## src/rtl/fetch_pkg.sv

```systemverilog
// Shared types for the instruction-fetch controller.
// Imported by fetch_ctrl and fetch_buffer.
package fetch_pkg;

  typedef enum logic [1:0] {
    BOOT,
    REQ,
    HOLD,
    SQUASH
  } fetch_state_t;

  typedef struct packed {
    logic [15:0] pc;
    logic [15:0] instr;
  } fetch_entry_t;

  localparam logic [15:0] DEF_PC_INCR = 16'd4;

endpackage

```

## src/rtl/fetch_buffer.sv

```systemverilog
// Two-entry in-order instruction queue.
// Slot 0 is always the head; flush wins over push/pop.
module fetch_buffer
  import fetch_pkg::*;
(
  input  logic         clk,
  input  logic         rst_n,
  input  logic         push,
  input  logic         pop,
  input  logic         flush,
  input  fetch_entry_t din,
  output fetch_entry_t head,
  output logic [1:0]   count
);

  fetch_entry_t slot0_q, slot1_q;
  logic [1:0]   count_q;
  logic         do_pop, do_push;

  assign do_pop  = pop && (count_q != 2'd0);
  assign do_push = push && ((count_q != 2'd2) || do_pop);

  always_ff @(posedge clk or negedge rst_n) begin
    if (!rst_n) begin
      slot0_q <= '0;
      slot1_q <= '0;
      count_q <= 2'd0;
    end else if (flush) begin
      slot0_q <= '0;
      slot1_q <= '0;
      count_q <= 2'd0;
    end else if (do_push && do_pop) begin
      if (count_q == 2'd1) begin
        slot0_q <= din;
      end else begin
        slot0_q <= slot1_q;
        slot1_q <= din;
      end
    end else if (do_pop) begin
      slot0_q <= slot1_q;
      count_q <= count_q - 2'd1;
    end else if (do_push) begin
      if (count_q == 2'd0) slot0_q <= din;
      else                 slot1_q <= din;
      count_q <= count_q + 2'd1;
    end
  end

  assign head  = slot0_q;
  assign count = count_q;

endmodule

```

## src/rtl/fetch_ctrl.sv

```systemverilog
// Fetch sequencer: owns the PC, issues one read at a time,
// queues results for decode and handles branch redirects.
module fetch_ctrl
  import fetch_pkg::*;
#(
  parameter logic [15:0] RESET_PC  = 16'h0000,
  parameter logic [15:0] PC_INCR   = DEF_PC_INCR,
  parameter int          BUF_DEPTH = 2
) (
  input  logic        clk,
  input  logic        rst_n,
  input  logic        stall,
  input  logic        branch_taken,
  input  logic [15:0] branch_target,
  output logic        mem_rd_en,
  output logic [15:0] mem_addr,
  input  logic        mem_rdy,
  input  logic [15:0] mem_data,
  output logic        instr_valid,
  output logic [15:0] instr,
  output logic [15:0] instr_pc
);

  localparam logic [1:0] DEPTH = 2'(BUF_DEPTH);

  fetch_state_t state_q, state_d;
  logic [15:0]  fetch_pc_q, fetch_pc_d;
  logic [15:0]  redirect_pc_q, redirect_pc_d;
  logic         push, pop, flush;
  logic [1:0]   count, post_cnt;
  fetch_entry_t head, push_entry;

  assign push_entry = '{pc: fetch_pc_q, instr: mem_data};

  always_comb begin
    state_d       = state_q;
    fetch_pc_d    = fetch_pc_q;
    redirect_pc_d = redirect_pc_q;
    push          = 1'b0;
    flush         = branch_taken;
    pop           = instr_valid && !stall;
    post_cnt      = count + 2'd1 - {1'b0, pop};
    unique case (state_q)
      BOOT: begin
        state_d = REQ;
        if (branch_taken) fetch_pc_d = branch_target;
      end
      REQ: begin
        if (branch_taken) begin
          if (mem_rdy) begin
            fetch_pc_d = branch_target;
          end else begin
            // read in flight: hold its address until it drains
            redirect_pc_d = branch_target;
            state_d       = SQUASH;
          end
        end else if (mem_rdy) begin
          push       = 1'b1;
          fetch_pc_d = fetch_pc_q + PC_INCR;
          state_d    = (post_cnt == DEPTH) ? HOLD : REQ;
        end
      end
      HOLD: begin
        if (branch_taken) begin
          fetch_pc_d = branch_target;
          state_d    = REQ;
        end else if (count < DEPTH) begin
          state_d = REQ;
        end
      end
      SQUASH: begin
        if (mem_rdy) begin
          fetch_pc_d = branch_taken ? branch_target : redirect_pc_q;
          state_d    = REQ;
        end else if (branch_taken) begin
          redirect_pc_d = branch_target;
        end
      end
      default: state_d = BOOT;
    endcase
  end

  always_ff @(posedge clk or negedge rst_n) begin
    if (!rst_n) begin
      state_q       <= BOOT;
      fetch_pc_q    <= RESET_PC;
      redirect_pc_q <= RESET_PC;
    end else begin
      state_q       <= state_d;
      fetch_pc_q    <= fetch_pc_d;
      redirect_pc_q <= redirect_pc_d;
    end
  end

  fetch_buffer u_buf (
    .clk   (clk),
    .rst_n (rst_n),
    .push  (push),
    .pop   (pop),
    .flush (flush),
    .din   (push_entry),
    .head  (head),
    .count (count)
  );

  assign mem_rd_en   = (state_q == REQ) || (state_q == SQUASH);
  assign mem_addr    = fetch_pc_q;
  assign instr_valid = (count != 2'd0);
  assign instr       = head.instr;
  assign instr_pc    = head.pc;

endmodule

```

## config.mk

```make
export PLATFORM = sky130hd
export DESIGN_NAME = fetch_ctrl
export DESIGN_NICKNAME = d
export VERILOG_FILES = /design/src/rtl/fetch_pkg.sv /design/src/rtl/fetch_buffer.sv /design/src/rtl/fetch_ctrl.sv
export SDC_FILE = /design/constraint.sdc
export NUM_CORES = 1
export LEC_CHECK = 0
export BUFFER_PORTS_ARGS = -buffer_cell sky130_fd_sc_hd__buf_2
export CORE_MARGIN = 10
export CORE_UTILIZATION = 60
export DETAILED_ROUTE_END_ITERATION = 8
export PLACE_DENSITY_LB_ADDON = 0.15
export SLEW_MARGIN = 20
export SYNTH_ARGS = -nofsm -noshare
export SYNTH_HDL_FRONTEND = slang
export SYNTH_HIERARCHICAL = 1
export SYNTH_SLANG_ARGS = --single-unit
```

## constraint.sdc

```tcl
create_clock -name clk -period 3.05 [get_ports clk]
set_input_delay 0.61 -clock clk [delete_from_list [all_inputs] [get_ports clk]]
set_output_delay 0.61 -clock clk [all_outputs]
set_load 0.01 [all_outputs]
```

==> flow_metrics.env, run 1 <==
export IMPL_htreeDepth=3
export IMPL_place_gp_congestion=0.842
export IMPL_grt_pass1_wl_um=17600
export IMPL_antenna_found_initial=0
export IMPL_drt_pre_antenna_iters=4
export IMPL_finalCritPeriodShare_pct=76.0
export IMPL_fin_util_pct=70.6
export IMPL_synth_edff_count=0
export IMPL_vias=3654
export IMPL_top_usage_layer="met2"
export IMPL_hold_viol_final=0
export IMPL_synth_cell_types=54
export IMPL_cts_clk_slew_worst_paths_ns=0.10
export IMPL_critPathCaptureType="register"
export IMPL_cts_buffers=9
export IMPL_synth_area_um2=4710
export IMPL_place_ws_ns=0.525
export IMPL_initial_utilization_pct=61.3
export IMPL_drv_slew=0
export IMPL_synth_ff_type="dfrtp_1"
export IMPL_outcome="complete, no violations"
export IMPL_clock_root_buffer="clkbuf_8"
export IMPL_cpPeakStageDelay_ns=0.58
export IMPL_maxCapViolations=0
export IMPL_ir_drop_v=0.000386
export IMPL_yosys_register_bits=100
export IMPL_rsz0062_at_grt="false"
export IMPL_synthTopCellsByArea="dfrtp_1 (53%), mux2i_1 (7.4%), a22o_1 (5.9%)"
export IMPL_cts_resized=0
export IMPL_clk_path_buf_depth=2
export IMPL_slew_limit_headroom_pct=41.2
export IMPL_syn_to_final_growth_pct=15.1
export IMPL_path_class="register to register"
export IMPL_fin_skew_ns=0.0151
export IMPL_fp_dieW_um=109
export IMPL_max_freq_ghz=0.431
export IMPL_core_area_um2=7690
export IMPL_rows=32
export IMPL_cts_tree="yes"
export IMPL_startpoint_type="register"
export IMPL_ioPinCount=87
export IMPL_via_per_inst=5.77
export IMPL_clkLatencyLatePin_ns=0.37
export IMPL_nets=568
export IMPL_fill_cells=629
export IMPL_wl_per_cell_um=17.1
export IMPL_grt_use_total_pct=18.2
export IMPL_overflow=0
export IMPL_syn_instance_count=447
export IMPL_cts_sinks=100
export IMPL_yosys_warnings=6
export IMPL_wirelength_um=10800
export IMPL_async_flop_share_pct=100
export IMPL_grtUsageMet2_pct=29.7
export IMPL_drc=0
export IMPL_syn_avg_cell_area_um2=10.5
export IMPL_setup_slack_ns=0.731
export IMPL_io_buffers=86
export IMPL_synth_top_cells_by_count="dfrtp_1 (100), nand2_1 (65), mux2i_1 (35)"
export IMPL_hold_class="primary input to asynchronous set/reset pin"
export IMPL_powerDensity_nw_per_um2=562
export IMPL_critPathTopFamily="simple AND/OR/NAND/NOR gates"
export IMPL_hpwlAfterDp_um=7690
export IMPL_synth_seq_area_share_pct=53.1
export IMPL_crit_fanout=32
export IMPL_grt_pass1_vias=3610
export IMPL_drt_iter0_markers=200
export IMPL_grt_max_degree=101
export IMPL_drive_above_1_share_pct=24.3
export IMPL_cp_data_arrival_time_ns=2.56
export IMPL_crit_chain="or3b_1 -> nor2_1 -> buf_4 -> nand2_1 -> nand2_2 -> buf_12 -> mux2i_1 -> o21ai_1"
export IMPL_critical_path_buf_inv_count=2
export IMPL_dieHeight_um=109
export IMPL_p_leak_nw=2.79
export IMPL_yosysMostFrequentCell="dfrtp_1"
export IMPL_fin_area_um2=5430
export IMPL_dieArea_um2=11800
export IMPL_critPathSlowestCell="dfrtp_1"
export IMPL_postCtsHoldBufs=0
export IMPL_yosys_area_top_type_share_pct=53.1
export IMPL_period_needed_ns=2.32
export IMPL_fin_tns_setup_ns=0
export IMPL_post_cts_buffers=0
export IMPL_met3_usage_pct=4.19
export IMPL_ant_nets=0
export IMPL_tightest_slew_ns=0.882
export IMPL_placed_cell_area_um2=5240
export IMPL_antennaDiodeCount=0
export IMPL_setup_viol=0
export IMPL_yosys_area_top_type="dfrtp_1"
export IMPL_required_ns=3.29
export IMPL_use_met1_pct=23.9
export IMPL_synthesis_nets=489
==> power breakdown <==
| group | internal, mW | switching [mW] |
|---|---|---|
| Combinational | 0.271 | 0.374 |
| Clock | 0.313 | 0.483 |
| Sequential | 1.47 | 0.138 |
| Total | 2.06 | 0.994 |
==> flip-flops by register name (all words and copies together), names as in the netlist <==
register,count
u_buf/count,2
u_buf/head,32
redirect_pc_q,16
state_q,2
mem_addr,16
u_buf/slot1_q,32
==> cell type report <==
class                   instances  area [um2]  share of cell area (%)
repair buffers                 95         526                    9.69
clock inverters                 6        55.1                    1.01
flip-flops and latches        100        2500                    46.1
inverters                      16        60.1                    1.11
well taps                     102         128                    2.35
multi-input cells             304        2030                    37.4
clock buffers                  10         128                    2.35
==> per-layer routing <==
layer	wire length [um]	vias up
li1	-	1772
met3	709	11
met4	110	0
met1	4840	1767
met5	0	-
met2	5150	104
==> layout by cell type, fill, tap and decap left out, drive strengths merged, types with 2 or more instances in the layout <==
master   instances
a211oi           3
a21oi           10
a22o            32
a2bb2oi          2
a31oi            9
a32oi            6
and3             4
buf             95
clkbuf          10
clkinv           3
dfrtp          100
ha               5
inv             19
mux2            10
mux2i           36
nand2           65
nand2b           4
nand3            6
nand3b           2
nand4            2
nor2            22
nor2b            2
nor3             5
o211ai           4
o21a             5
o21ai           47
o22ai            2
or2              2
==> final timing paths <==
check                      slack (ns)  cells after the start        startpoint                end
min                              0.28                      2             rst_n   u_buf/slot1_q[8]
max in group asynchronous        2.37                      2             rst_n        mem_addr[9]
max reg2reg                      0.73                      8        state_q[0]      u_buf/head[6]
max                              0.73                      8        state_q[0]      u_buf/head[6]
min reg2reg                      0.48                      2  redirect_pc_q[8]   redirect_pc_q[8]
min in group clk                 0.47                      2      mem_data[14]  u_buf/slot1_q[14]
==> cells by family (layout without fill, tap and decap cells) <==
kind of cell,Yosys count,after routing,synth area share [%]
simple gates,120,120,11.3
buf+inv,43,127,4.51
fa+ha+maj,5,5,1.33
xor+xnor,1,1,0.186
mux,46,46,10.1
compound gates,132,132,19.4
flops,100,100,53.1
==> stage by stage <==
step           std cells  hold WS (ns)  power, mW
3_3_place_gp         617         0.461       2.26
3_5_place_dp         617         0.470       2.29
5_1_grt              633         0.307       3.22
4_1_cts              633         0.315       3.07
6_report             633         0.280       3.05
2_1_floorplan        447         0.314       2.00
No activity file was read; power rests on OpenSTA's default activity.
==> inputs of run 2 (changes only) <==
- CORE_UTILIZATION: 60 -> 50
- clock period: 3.05 -> 2.05 ns (I/O delays scaled with it)
==> run 2 against run 1 <==
Effect of this change:
- via count grew 0.57%
- register-to-register slack lost 0.63 ns
- clock power grew 71%
- first-iteration DRC count grew 5.5%
- final cell count grew 3.9%
- worst hold slack lost 0.21 ns
- sequential power grew 48%
- die area grew 16%
- critical path depth shrank 2
- cell area grew 4.3%
- clock skew shrank 0.0013 ns
- sequential cell count is the same
==> flow_metrics.env, run 2 (same netlist as run 1, synthesis figures left out) <==
export IMPL_outcome="complete, no violations"
export IMPL_cts_buffers=9
export IMPL_dieArea_um2=13700
export IMPL_drv_slew=0
export IMPL_hold_class="primary input to asynchronous set/reset pin"
export IMPL_fin_hold_ws_ns=0.0715
export IMPL_htreeDepth=3
export IMPL_hold_viol_final=0
export IMPL_required_ns=2.34
export IMPL_wl_per_cell_um=17.7
export IMPL_p_leak_nw=2.90
export IMPL_via_per_inst=5.59
export IMPL_maxCapViolations=0
export IMPL_core_area_um2=9200
export IMPL_grt_pass1_wl_um=18500
export IMPL_crit_fanout=8
export IMPL_tightest_slew_ns=0.545
export IMPL_grt_pass1_vias=3708
export IMPL_layout_common_cells="dfrtp_1 (100), buf_2 (85), nand2_1 (64), mux2i_1 (35), o21ai_1 (34)"
export IMPL_rrSetupSlack_ns=0.10
export IMPL_max_freq_ghz=0.513
export IMPL_setup_slack_ns=0.103
export IMPL_cts_clk_slew_worst_paths_ns=0.11
export IMPL_period_needed_ns=1.95
export IMPL_drive_above_1_share_pct=27.1
export IMPL_syn_to_final_growth_pct=20.0
export IMPL_cp_data_arrival_time_ns=2.24
export IMPL_wirelength_um=11700
export IMPL_drt_pre_antenna_iters=4
export IMPL_startpoint_type="register"
export IMPL_total_power_mw=4.78
export IMPL_cts_sinks=100
export IMPL_grt_use_total_pct=16.9
export IMPL_drt_iter0_markers=211
export IMPL_final_common_cell="dfrtp_1"
export IMPL_ant_nets=0
export IMPL_critPathCaptureType="register"
export IMPL_initial_utilization_pct=51.3
export IMPL_place_ws_ns=-0.0938
export IMPL_reg2regPathDepth=6
export IMPL_hpwlAfterDp_um=8070
export IMPL_clkLatencyLatePin_ns=0.37
export IMPL_clk_path_buf_depth=2
export IMPL_io_buffers=86
export IMPL_finalCritPeriodShare_pct=95.0
export IMPL_place_gp_congestion=0.808
export IMPL_fp_dieW_um=117
export IMPL_ioPinCount=87
export IMPL_rows=35
export IMPL_path_class="register to register"
export IMPL_drc=0
export IMPL_vias=3675
export IMPL_powerDensity_nw_per_um2=845
export IMPL_fin_skew_ns=0.0138
export IMPL_postCtsHoldBufs=0
export IMPL_met3_usage_pct=4.23
export IMPL_use_met1_pct=21.7
export IMPL_cts_tree="yes"
export IMPL_overflow=0
export IMPL_dieHeight_um=117
export IMPL_clock_root_buffer="clkbuf_8"
export IMPL_antenna_found_initial=0
export IMPL_nets=584
export IMPL_grtUsageMet2_pct=27.4
export IMPL_antennaDiodeCount=0
export IMPL_top_usage_layer="met2"
export IMPL_ir_drop_v=0.000417
export IMPL_setup_viol=0
export IMPL_slew_limit_headroom_pct=63.4
export IMPL_fin_tns_setup_ns=0
export IMPL_grt_max_degree=101
## run 2: cell count changes in the layout (fill, tap and decap cells not counted), moves of 2 or more
| cell | before | now |
|---|---|---|
| buf_4 | 8 | 16 |
| clkinv_4 | 3 | 1 |
| buf_12 | 2 | 6 |
| or2_2 | 1 | 3 |
## run 2: power by group
| group | leakage [nW] | switching [mW] | internal, mW | total [mW] |
|---|---|---|---|---|
| combinational | 1.51 | 0.592 | 0.447 | 1.04 |
| sequential | 1.28 | 0.193 | 2.19 | 2.38 |
| clock | 0.107 | 0.764 | 0.598 | 1.36 |
| total | 2.90 | 1.55 | 3.23 | 4.78 |
## run 2: repair_timing
action	4_1_cts	5_1_grt
endpoints found under the setup margin	13	32
resized for setup	0	5
cloned	0	3
pin swaps	0	3
buffers inserted	0	2
## run 2: metal layers
metal / up-vias / wire [um]
met1: 1762 / 5300
li1: 1807 / -
met2: 90 / 5550
met3: 16 / 663
met5: - / 0
met4: 0 / 163
## run 2: worst paths after layout
kind	from	end
min in group clk	mem_data[2]	u_buf/slot1_q[2]
max	state_q[1]	u_buf/head[17]
max in group asynchronous	rst_n	u_buf/head[20]
min reg2reg	u_buf/head[11]	u_buf/head[11]
min	rst_n	u_buf/head[12]
max reg2reg	state_q[1]	u_buf/head[17]
## run 2: cell type report
| cell class | instances | area, um2 |
|---|---|---|
| Timing Repair Buffer | 108 | 681 |
| Inverter | 16 | 60.1 |
| Clock inverter | 7 | 93.8 |
| Fill cell | 796 | 3540 |
| Clock buffer | 9 | 124 |
| Multi-Input combinational cell | 307 | 2060 |
| Sequential cell | 100 | 2500 |
| Tap cell | 111 | 139 |
## run 2: stage by stage
step	cells	util [%]	area, um2
after global placement	637	58.6	5390
final	658	61.5	5660
after global routing	658	61.5	5660
after CTS	653	61.0	5610
after detailed placement	637	58.6	5390
after floorplan	447	-	4720
## run 2: worst max-delay path, stage by stage (launching register included)
cell	delay, ns
dfrtp_1	0.39
or3b_1	0.40
nor2_4	0.22
a311oi_4	0.12
buf_4	0.16
or2_2	0.39
o21ai_1	0.18
==> inputs of run 3 (changes only) <==
- CORE_UTILIZATION: 50 -> 45
- RECOVER_POWER: unset -> 50
==> run 3 against run 2 <==
Effect of this change:
- total power decreased by 1.7%
- setup slack got worse by 0.014 ns
- clock power decreased by 6%
- sequential cell count unchanged
- combinational power about the same
- critical endpoint is now u_buf/slot1_q[5]
- largest power group unchanged
==> flow_metrics.env, run 3 (same netlist as run 1, synthesis figures left out) <==
export IMPL_outcome="complete, no violations"
export IMPL_hpwlAfterDp_um=8360
export IMPL_tightest_slew_ns=0.912
export IMPL_drt_iter0_markers=332
export IMPL_max_freq_ghz=0.510
export IMPL_hold_viol_final=0
export IMPL_initial_utilization_pct=45.9
export IMPL_ant_nets=0
export IMPL_grt_max_degree=37
export IMPL_startpoint_type="register"
export IMPL_clkLatencyLatePin_ns=0.37
export IMPL_rows=37
export IMPL_fin_hold_ws_ns=0.158
export IMPL_slew_limit_headroom_pct=39.2
export IMPL_core_area_um2=10300
export IMPL_p_leak_nw=2.85
export IMPL_dieArea_um2=15000
export IMPL_fp_dieW_um=122
export IMPL_drc=0
export IMPL_crit_chain="or2_2 -> nand2b_1 -> inv_1 -> mux2i_1 -> and4b_1 -> buf_12 -> a22o_1"
export IMPL_finalCritPeriodShare_pct=95.7
export IMPL_period_needed_ns=1.96
export IMPL_critPathTopFamily="simple AND/OR/NAND/NOR gates"
export IMPL_powerDensity_nw_per_um2=831
export IMPL_critPathSlowestCell="dfrtp_1"
export IMPL_fin_util_pct=55.1
export IMPL_crit_fanout=32
export IMPL_hold_class="primary input to asynchronous set/reset pin"
export IMPL_fin_area_um2=5660
export IMPL_antenna_found_initial=0
export IMPL_grt_pass1_vias=3806
export IMPL_ioPinCount=87
export IMPL_antennaDiodeCount=0
export IMPL_grt_use_total_pct=16.1
export IMPL_cp_data_arrival_time_ns=2.26
export IMPL_cts_buffers=9
export IMPL_critical_path_buf_inv_count=2
export IMPL_cts_sinks=100
export IMPL_wl_per_cell_um=17.9
export IMPL_drt_pre_antenna_iters=4
export IMPL_htreeDepth=3
export IMPL_final_common_cell="dfrtp_1"
export IMPL_maxCapViolations=0
export IMPL_clock_root_buffer="clkbuf_8"
export IMPL_critPathCaptureType="register"
export IMPL_fin_tns_setup_ns=0
export IMPL_setup_viol=0
export IMPL_place_gp_congestion=0.846
export IMPL_ir_drop_v=0.000326
export IMPL_path_class="register to register"
export IMPL_wirelength_um=12300
export IMPL_clk_path_buf_depth=2
export IMPL_nets=587
export IMPL_io_buffers=86
export IMPL_overflow=0
export IMPL_grt_pass1_wl_um=19500
export IMPL_syn_to_final_growth_pct=20.0
export IMPL_cts_clk_slew_worst_paths_ns=0.09
export IMPL_required_ns=2.35
export IMPL_placed_cell_area_um2=5440
export IMPL_via_per_inst=5.46
export IMPL_cpPeakStageDelay_ns=0.38
export IMPL_drv_slew=0
export IMPL_dieHeight_um=122
export IMPL_fin_skew_ns=0.00588
export IMPL_layout_common_cells="dfrtp_1 (100), buf_2 (72), nand2_1 (64), mux2i_1 (35), o21ai_1 (34)"
export IMPL_drive_above_1_share_pct=24.4
export IMPL_total_power_mw=4.70
export IMPL_vias=3746
export IMPL_fill_cells=946
export IMPL_cts_tree="yes"
-- run 3: final cells by class --
class / count / area [um2] / share of cell area (%)
inverters: 16 / 60.1 / 1.06
multi-input cells: 307 / 2060 / 36.4
clock inverters: 6 / 61.3 / 1.08
clock buffers: 10 / 138 / 2.43
well taps: 136 / 170 / 3.01
repair buffers: 111 / 666 / 11.8
flip-flops and latches: 100 / 2500 / 44.2
-- run 3: worst paths after layout --
kind                            slack, ns  cells past startpoint          endpoint           start
min in group clk                     0.27                      2  u_buf/slot1_q[1]     mem_data[1]
worst min register to register       0.49                      2     u_buf/head[2]   u_buf/head[2]
max in group asynchronous            0.53                      2        state_q[1]           rst_n
worst max register to register       0.09                      7  u_buf/slot1_q[5]  u_buf/count[1]
worst min-delay path                 0.16                      1    u_buf/head[12]           rst_n
worst max-delay path                 0.09                      7  u_buf/slot1_q[5]  u_buf/count[1]
-- run 3: repair_timing --
| action | 4_1_cts | 5_1_grt |
|---|---|---|
| setup buffers | 0 | 2 |
| hold buffers | 0 | 0 |
| pin swaps | 0 | 3 |
| endpoints found under the setup margin | 32 | 32 |
| cloned | 1 | 3 |
| gates resized for setup | 2 | 5 |
-- run 3: per-layer routing --
layer  vias to the layer above  routed length [um]  GRT usage, %
met5                         -                   0             0
met3                        13                 612          3.44
met2                        80                5850          26.2
li1                       1815                   -             -
met4                         0                 152          6.04
met1                      1838                5680          20.8
-- run 3: through the flow --
stage	std cells	setup slack, ns
3_3_place_gp	664	0.0232
3_5_place_dp	664	-0.0235
4_1_cts	681	0.00765
6_report	686	0.0880
2_1_floorplan	447	0.0420
5_1_grt	686	-0.00141
-- run 3: power breakdown --
group / switching [mW] / internal (mW)
Combinational: 0.588 / 0.432
Sequential: 0.206 / 2.19
Clock: 0.688 / 0.596
